$ cat config.mk
export PLATFORM = sky130hd
export DESIGN_NAME = countdown_timer
export DESIGN_NICKNAME = d
export VERILOG_FILES = /design/src/rtl/countdown_timer.sv
export SDC_FILE = /design/constraint.sdc
export NUM_CORES = 1
export LEC_CHECK = 0
export CORE_UTILIZATION = 41
export DETAILED_ROUTE_END_ITERATION = 10
export PLACE_DENSITY = 0.72
export SLEW_MARGIN = 20
export SYNTH_ARGS = -nofsm -noshare
export SYNTH_HDL_FRONTEND = slang
export SYNTH_SLANG_ARGS = --single-unit
export TNS_END_PERCENT = 20
$ cat constraint.sdc
create_clock -name clk -period 2.4 [get_ports clk]
set_clock_uncertainty 0.05 [all_clocks]
set_input_delay 0.72 -clock clk [delete_from_list [all_inputs] [get_ports clk]]
set_output_delay 0.72 -clock clk [all_outputs]
set_load 0.05 [all_outputs]
$ cat src/rtl/countdown_timer.sv
// BCD hh:mm:ss countdown timer with built-in seconds prescaler and timed alarm.
// Counts a loaded value down to zero once per TICK_DIV clocks, then holds an alarm.
module countdown_timer #(
    parameter int TICK_DIV      = 50_000_000,
    parameter int ALARM_SECONDS = 10
) (
    input  logic        clk,
    input  logic        rst_n,
    input  logic        load,
    input  logic [23:0] intended_set_timer,
    input  logic        start_pause,
    input  logic        clear,
    output logic [23:0] countdown_display,
    output logic [1:0]  timer_state,
    output logic        alarm,
    output logic        load_error
);

    typedef enum logic [1:0] {
        IDLE    = 2'b00,
        RUNNING = 2'b01,
        PAUSED  = 2'b10,
        EXPIRED = 2'b11
    } state_t;

    localparam int PW = $clog2(TICK_DIV);
    localparam int AW = $clog2(ALARM_SECONDS + 1);
    localparam logic [PW-1:0] PRESC_LAST = PW'(TICK_DIV - 1);
    localparam logic [AW-1:0] ALARM_LAST = AW'(ALARM_SECONDS - 1);

    state_t        state_reg;
    logic [23:0]   count_reg;
    logic [PW-1:0] presc_reg;
    logic [AW-1:0] alarm_cnt_reg;
    logic          alarm_reg;
    logic          load_error_reg;
    logic          start_prev_reg;

    logic [5:0]    digit_ok;
    logic          value_ok;
    logic [23:0]   count_dec;
    logic          start_edge;
    logic          load_window;
    logic          load_accept;
    logic          load_reject;
    logic          presc_wrap;

    // Tens-of-minutes and tens-of-seconds digits (indices 3 and 1) stop at 5.
    genvar gi;
    generate
        for (gi = 0; gi < 6; gi++) begin : g_digit
            localparam logic [3:0] LIMIT = (gi == 1 || gi == 3) ? 4'd5 : 4'd9;
            assign digit_ok[gi] = (intended_set_timer[4*gi +: 4] <= LIMIT);
        end
    endgenerate

    function automatic logic [23:0] bcd_dec(input logic [23:0] v);
        logic [23:0] r;
        logic        borrow;
        r      = v;
        borrow = 1'b1;
        for (int i = 0; i < 6; i++) begin
            if (borrow) begin
                if (v[4*i +: 4] == 4'd0) begin
                    r[4*i +: 4] = (i == 1 || i == 3) ? 4'd5 : 4'd9;
                end else begin
                    r[4*i +: 4] = v[4*i +: 4] - 4'd1;
                    borrow      = 1'b0;
                end
            end
        end
        return r;
    endfunction

    assign value_ok    = &digit_ok;
    assign count_dec   = bcd_dec(count_reg);
    assign start_edge  = start_pause & ~start_prev_reg;
    assign load_window = (state_reg == IDLE) || (state_reg == PAUSED);
    assign load_accept = load & load_window & value_ok;
    assign load_reject = load & load_window & ~value_ok;
    assign presc_wrap  = (presc_reg == PRESC_LAST);

    always_ff @(posedge clk) begin
        if (!rst_n) begin
            state_reg      <= IDLE;
            count_reg      <= '0;
            presc_reg      <= '0;
            alarm_cnt_reg  <= '0;
            alarm_reg      <= 1'b0;
            load_error_reg <= 1'b0;
            start_prev_reg <= 1'b0;
        end else begin
            start_prev_reg <= start_pause;
            load_error_reg <= 1'b0;
            if (clear) begin
                state_reg     <= IDLE;
                count_reg     <= '0;
                presc_reg     <= '0;
                alarm_cnt_reg <= '0;
                alarm_reg     <= 1'b0;
            end else if (load_accept) begin
                // An accepted load swallows any start edge in the same cycle.
                count_reg <= intended_set_timer;
                presc_reg <= '0;
            end else begin
                if (load_reject) begin
                    load_error_reg <= 1'b1;
                end
                case (state_reg)
                    IDLE: begin
                        if (start_edge && count_reg != 24'd0) begin
                            state_reg <= RUNNING;
                            presc_reg <= '0;
                        end
                    end
                    RUNNING: begin
                        // The pause cycle itself still counts as running time.
                        if (presc_wrap) begin
                            presc_reg <= '0;
                            count_reg <= count_dec;
                            if (count_dec == 24'd0) begin
                                state_reg     <= EXPIRED;
                                alarm_reg     <= 1'b1;
                                alarm_cnt_reg <= '0;
                            end else if (start_edge) begin
                                state_reg <= PAUSED;
                            end
                        end else begin
                            presc_reg <= presc_reg + 1'b1;
                            if (start_edge) begin
                                state_reg <= PAUSED;
                            end
                        end
                    end
                    PAUSED: begin
                        if (start_edge) begin
                            state_reg <= RUNNING;
                        end
                    end
                    EXPIRED: begin
                        presc_reg <= presc_wrap ? '0 : presc_reg + 1'b1;
                        if (start_edge) begin
                            state_reg <= IDLE;
                            alarm_reg <= 1'b0;
                            presc_reg <= '0;
                        end else if (presc_wrap) begin
                            if (alarm_cnt_reg == ALARM_LAST) begin
                                state_reg <= IDLE;
                                alarm_reg <= 1'b0;
                            end else begin
                                alarm_cnt_reg <= alarm_cnt_reg + 1'b1;
                            end
                        end
                    end
                    default: state_reg <= IDLE;
                endcase
            end
        end
    end

    assign countdown_display = count_reg;
    assign timer_state       = state_reg;
    assign alarm             = alarm_reg;
    assign load_error        = load_error_reg;

endmodule
After elaboration in Yosys (flattened, before gate mapping) --
Index checks and enable logic that the tools add are counted.
Storage, ports and cells: input bits 29, bits in latches 0, output and inout port bits 28, memory bits (writable) 0, memories kept 0, register bits 59, ROM bits 0
Operators by class: shift operators 0, $mul 0, reduce and logical (&&, ||, !) cells 23, mux-type cells 49, div/mod/pow operators 0, bitwise logic cells 8, $lt $le $gt $ge 6, equal/unequal tests 14, add/sub/neg operators 8
Operators with widths (count):
- $mux W26 | 3
- $pmux W26 S3 | 1
- $mux W24 | 3
- $mux W4 | 16
- $add A26 B1 Y26 const B | 1
- $eq A26 B26 Y1 const B | 1
- $logic_not A24 Y1 | 1
- $logic_not A4 Y1 | 6
- $reduce_bool A24 Y1 | 1
- $sub A4 B1 Y4 const B | 6
- $le A4 B4 Y1 const B | 4
- $mux W2 | 8
- $mux W1 | 15
- $ne A2 B2 Y1 const B | 6
- $reduce_and A6 Y1 | 2
- $le A4 B3 Y1 const B | 2
- $pmux W2 S4 | 1
- $pmux W4 S2 | 1
- $reduce_and A7 Y1 | 1
- $ne A3 B3 Y1 const B | 2
- $reduce_bool A2 Y1 | 3
- $reduce_and A5 Y1 | 1
- $add A4 B1 Y4 const B | 1
- $and A1 B1 Y1 | 4
- 13 further kinds | 18

Depth between registers and ports, before layout --
depth after elaboration 11, gate-level depth with buffers 9, mapped depth without buffers 8

Worst setup path before layout --
No wires, ideal clock.
path kind register to register, start reg count_reg[4], in the netlist countdown_display[4], end reg count_reg[22], in the netlist countdown_display[22], clock period less this slack 2655 ps, setup slack -255 ps, buffers on the path 2, arrival time 2531 ps, stages on the path, launching flop included 9, path through dfxtp_1 buf_2 nor4_1 and4_1 clkbuf_1 nand2_1 or3_1 or3b_1 a31oi_1
Between the ends: longest elaborated chain between the ends 10
RTL lines:
- from (decl) | RTL line 32 | logic [23:0] count_reg;
- from (signal assigned) | RTL line 103 | count_reg <= intended_set_timer;
- from (signal assigned) | RTL line 120 | count_reg <= count_dec;
- $logic_not A4 Y1 | RTL line 64 | if (v[4*i +: 4] == 4'd0) begin
- $mux W1 | RTL line 64
- $mux W1 (4 in a row) | RTL line 63 | if (borrow) begin
- $mux W4 | RTL line 63
- $mux W24 | RTL line 118 | if (presc_wrap) begin
- $mux W24 | RTL line 109 | case (state_reg)
- $mux W24 | RTL line 101 | end else if (load_accept) begin
Every way passes these cells. The select of a mux whose other input is x is not followed. A chain may end at the register's enable or synchronous reset.

Worst setup path in the final report --
start reg count_reg[16], in the netlist countdown_display[16], end out countdown_display[16]
RTL lines:
- to (decl) | RTL line 13 | output logic [23:0] countdown_display,
No word-level cell between the ends.

==> flow_summary.json <==
{
  "status": "finished, final reports clean",
  "dp_slack_ns": -0.557,
  "leakagePower_nw": 2.02,
  "insertion_delay_ns": 0.35,
  "cts-hold-fix-buffers": 0,
  "dieHeight_um": 92.7,
  "vias_per_cell": 6.13,
  "syn_avg_cell_area_sq_um": 7.60,
  "crit_buf_inv": 2,
  "drc": 0,
  "power_density_mw_per_mm2": 415,
  "initial_core_util_pct": 43.0,
  "die_width_um": 92.7,
  "synth_top_area_share_pct": 35.0,
  "dieArea_sq_mm": 0.00860,
  "firstDrtPassIters": 7,
  "largest_register_ffs": 26,
  "final_area_sq_mm": 0.00514,
  "timing.fmax_mhz": 420,
  "vias": 4195,
  "wl_per_cell_um": 17.5,
  "cp_top_family": "buffers and inverters",
  "syn_area_sq_mm": 0.00338,
  "fin_cells": 684,
  "register_area_sq_mm": 0.00120,
  "wl_met2_um": 5850,
  "placed_area_sq_mm": 0.00472,
  "max_slew.worst_pin.slew_ns": 0.510,
  "period_needed_ns": 2.38,
  "setup_ws_ns": 0.0197,
  "finalWeightedCongestion": 0.917,
  "dp.cells": 666,
  "drv_cap": 0,
  "fin_nets": 610,
  "postRouteAntennaNets": 0,
  "startpoint_type": "flip-flop",
  "critical_path_class": "reg2out",
  "ff2ff_setup_slack_ns": 0.07,
  "design.portCount": 57,
  "synth-edff-count": 0,
  "wl_met1_um": 5140,
  "synth_seq_area_share_pct": 35.0,
  "grt-ovfl-total": 0,
  "ys_top_cells_by_count": "dfxtp_1 (59), nand2_1 (53), nor2_1 (41)",
  "area_delta_synth_final_pct": 52.2,
  "synthXorXnorAreaFrac_pct": 1.30,
  "clk_pin_slew_worst_paths_ns": 0.07,
  "grt_max_degree": 37,
  "synth_most_common_cell": "dfxtp_1",
  "cp_cell_sequence": "buf_4 > clkdlybuf4s50_1",
  "h-tree-depth": 3,
  "grt_use_total_pct": 27.2,
  "synthArstFlopShare_pct": 0,
  "total_power_w": 0.00213,
  "crit_path_end_kind": "output port",
  "first_global_vias": 3773,
  "synth_cell_types": 54,
  "clockBufferDepth": 2,
  "wl_met3_um": 760,
  "antennaDiodeCount": 0,
  "multiInputGateArea_sq_mm": 0.00228,
  "cts_made_buffers": 9,
  "crit_arrival_ns": 1.61,
  "fin_crit_sh_pct": 99.2,
  "hold_violations": 0,
  "dpl.hpwl_um": 8340,
  "synth_fa_ha_area_share_pct": 1.11,
  "slew_viol_final": 0,
  "max_stage_delay_ns": 0.81,
  "synth_top_cell_by_area": "dfxtp_1",
  "setup_viol": 0,
  "critPathSlowestCell": "clkdlybuf4s50_1",
  "fill_cells": 658,
  "drt_wl_total_um": 12000,
  "synthFlopType": "dfxtp_1",
  "ys_warn_count": 0,
  "port_buffers": 56,
  "synthSimpleGateAreaFrac_pct": 33.1,
  "synthCells": 444,
  "coreArea_sq_mm": 0.00785,
  "synth_area_leaders": "dfxtp_1 (35%), nand2_1 (5.9%), a311oi_1 (4.7%), nor2_1 (4.6%), o21ai_0 (4.4%)",
  "rows": 32,
  "grt_pass1_wl_um": 18600,
  "drt_iter0_markers": 266,
  "clockRootBuffer": "clkbuf_8",
  "synth.area.mux_share_pct": 0.630,
  "vdd_drop_max_uv": 331,
  "layout-drive-gt1-share_pct": 28.7,
  "cts_tree": "built",
  "antenna_found_initial": 0,
  "path_max_fanout": 4,
  "ys_seq_elements": 59,
  "min-delay-path-class": "reg2reg",
  "cts.sinks": 59,
  "synthesis.nets": 476,
  "synth_top_family_by_area": "simple AND/OR/NAND/NOR gates",
  "synth_compound_area_share_pct": 24.9,
  "slew_headroom_pct": 65.9,
  "top_layer_used": "met4",
  "required_ns": 1.63
}
==> placed cells by master (no fill, tap or decap), types with 4 or more instances in the layout <==
| master | instances |
|---|---|
| buf_4 | 97 |
| nand2_1 | 51 |
| dfxtp_1 | 46 |
| nor2_1 | 38 |
| clkdlybuf4s50_1 | 33 |
| o21ai_0 | 29 |
| a21oi_1 | 25 |
| nand3_1 | 22 |
| a311oi_1 | 17 |
| nor3_1 | 17 |
| a31oi_1 | 17 |
| nand4_1 | 16 |
| dfxtp_2 | 12 |
| clkbuf_8 | 11 |
| dlymetal6s2s_1 | 10 |
| inv_1 | 8 |
| nor4_1 | 7 |
| o211ai_1 | 6 |
| or4_1 | 6 |
| or3_1 | 5 |
| dlygate4sd2_1 | 5 |
| or4_4 | 4 |
| nand4b_1 | 4 |
| a211oi_1 | 4 |
==> metal layers <==
| metal | vias up | track usage [%] |
|---|---|---|
| met3 | 28 | 4.68 |
| li1 | 1975 | - |
| met1 | 2002 | 35.6 |
| met4 | 0 | 10.0 |
| met2 | 190 | 44.9 |
| met5 | - | 0 |
==> stage by stage <==
stage	hold slack, ns	utilization [%]	setup TNS [ns]
final	0.425	65.5	0
after global routing	0.438	65.5	-0.0806
after CTS	0.448	63.2	0
after detailed placement	0.438	60.2	-22.80
after global placement	0.423	60.2	-21.62
after floorplan	0.393	-	-0.0439
==> worst paths after layout <==
check,endpoint,start,cells past startpoint
min reg2reg,presc_reg[17]$_SDFFE_PP0P_,presc_reg[17]$_SDFFE_PP0P_,1
min,presc_reg[17]$_SDFFE_PP0P_,presc_reg[17]$_SDFFE_PP0P_,1
max,countdown_display[16],countdown_display[16]$_SDFFE_PP0P_,2
max reg2reg,alarm_cnt_reg[1]$_SDFFE_PP0P_,countdown_display[0]$_SDFFE_PP0P_,7
==> repair_timing <==
action,CTS,global route
gates resized for setup,13,40
setup buffers,0,3
endpoints found under the setup margin,57,44
pin swaps,1,7
endpoints found under the hold margin,0,0
==> worst register-to-register path: stages (launching register included) <==
cell     delay (ns)
dfxtp_2        0.32
or4_4          0.57
nor4b_4        0.34
xnor2_1        0.16
nand4_1        0.23
buf_4          0.23
o31ai_4        0.21
o21ai_0        0.11
==> where the power goes <==
group / total, W / internal, W / leakage [nW] / switching (W)
Combinational: 0.000202 / 0.000105 / 1.44 / 0.0000977
Sequential: 0.000983 / 0.000981 / 0.482 / 0.00000234
Clock: 0.000947 / 0.000528 / 0.0974 / 0.000419
Total: 0.00213 / 0.00161 / 2.02 / 0.000519
==> final cells by class <==
class	count	area share, %
Tap cell	102	2.48
Multi-Input combinational cell	351	44.4
Clock buffer	11	2.95
Timing Repair Buffer	149	25.3
Inverter	8	0.584
Clock inverter	4	0.974
Sequential cell	59	23.4
==> cell families (layout without fill, tap and decap cells) <==
logic type / count (synthesis) / after routing
AOI/OAI and AO/OA: 127 / 127
xor gates and xnor gates: 5 / 5
adders and majority gates: 3 / 3
buffers and inverters: 34 / 172
DFF: 59 / 59
muxes: 2 / 2
and+or+nand+nor: 214 / 214
Power figures use the tool's default switching activity.
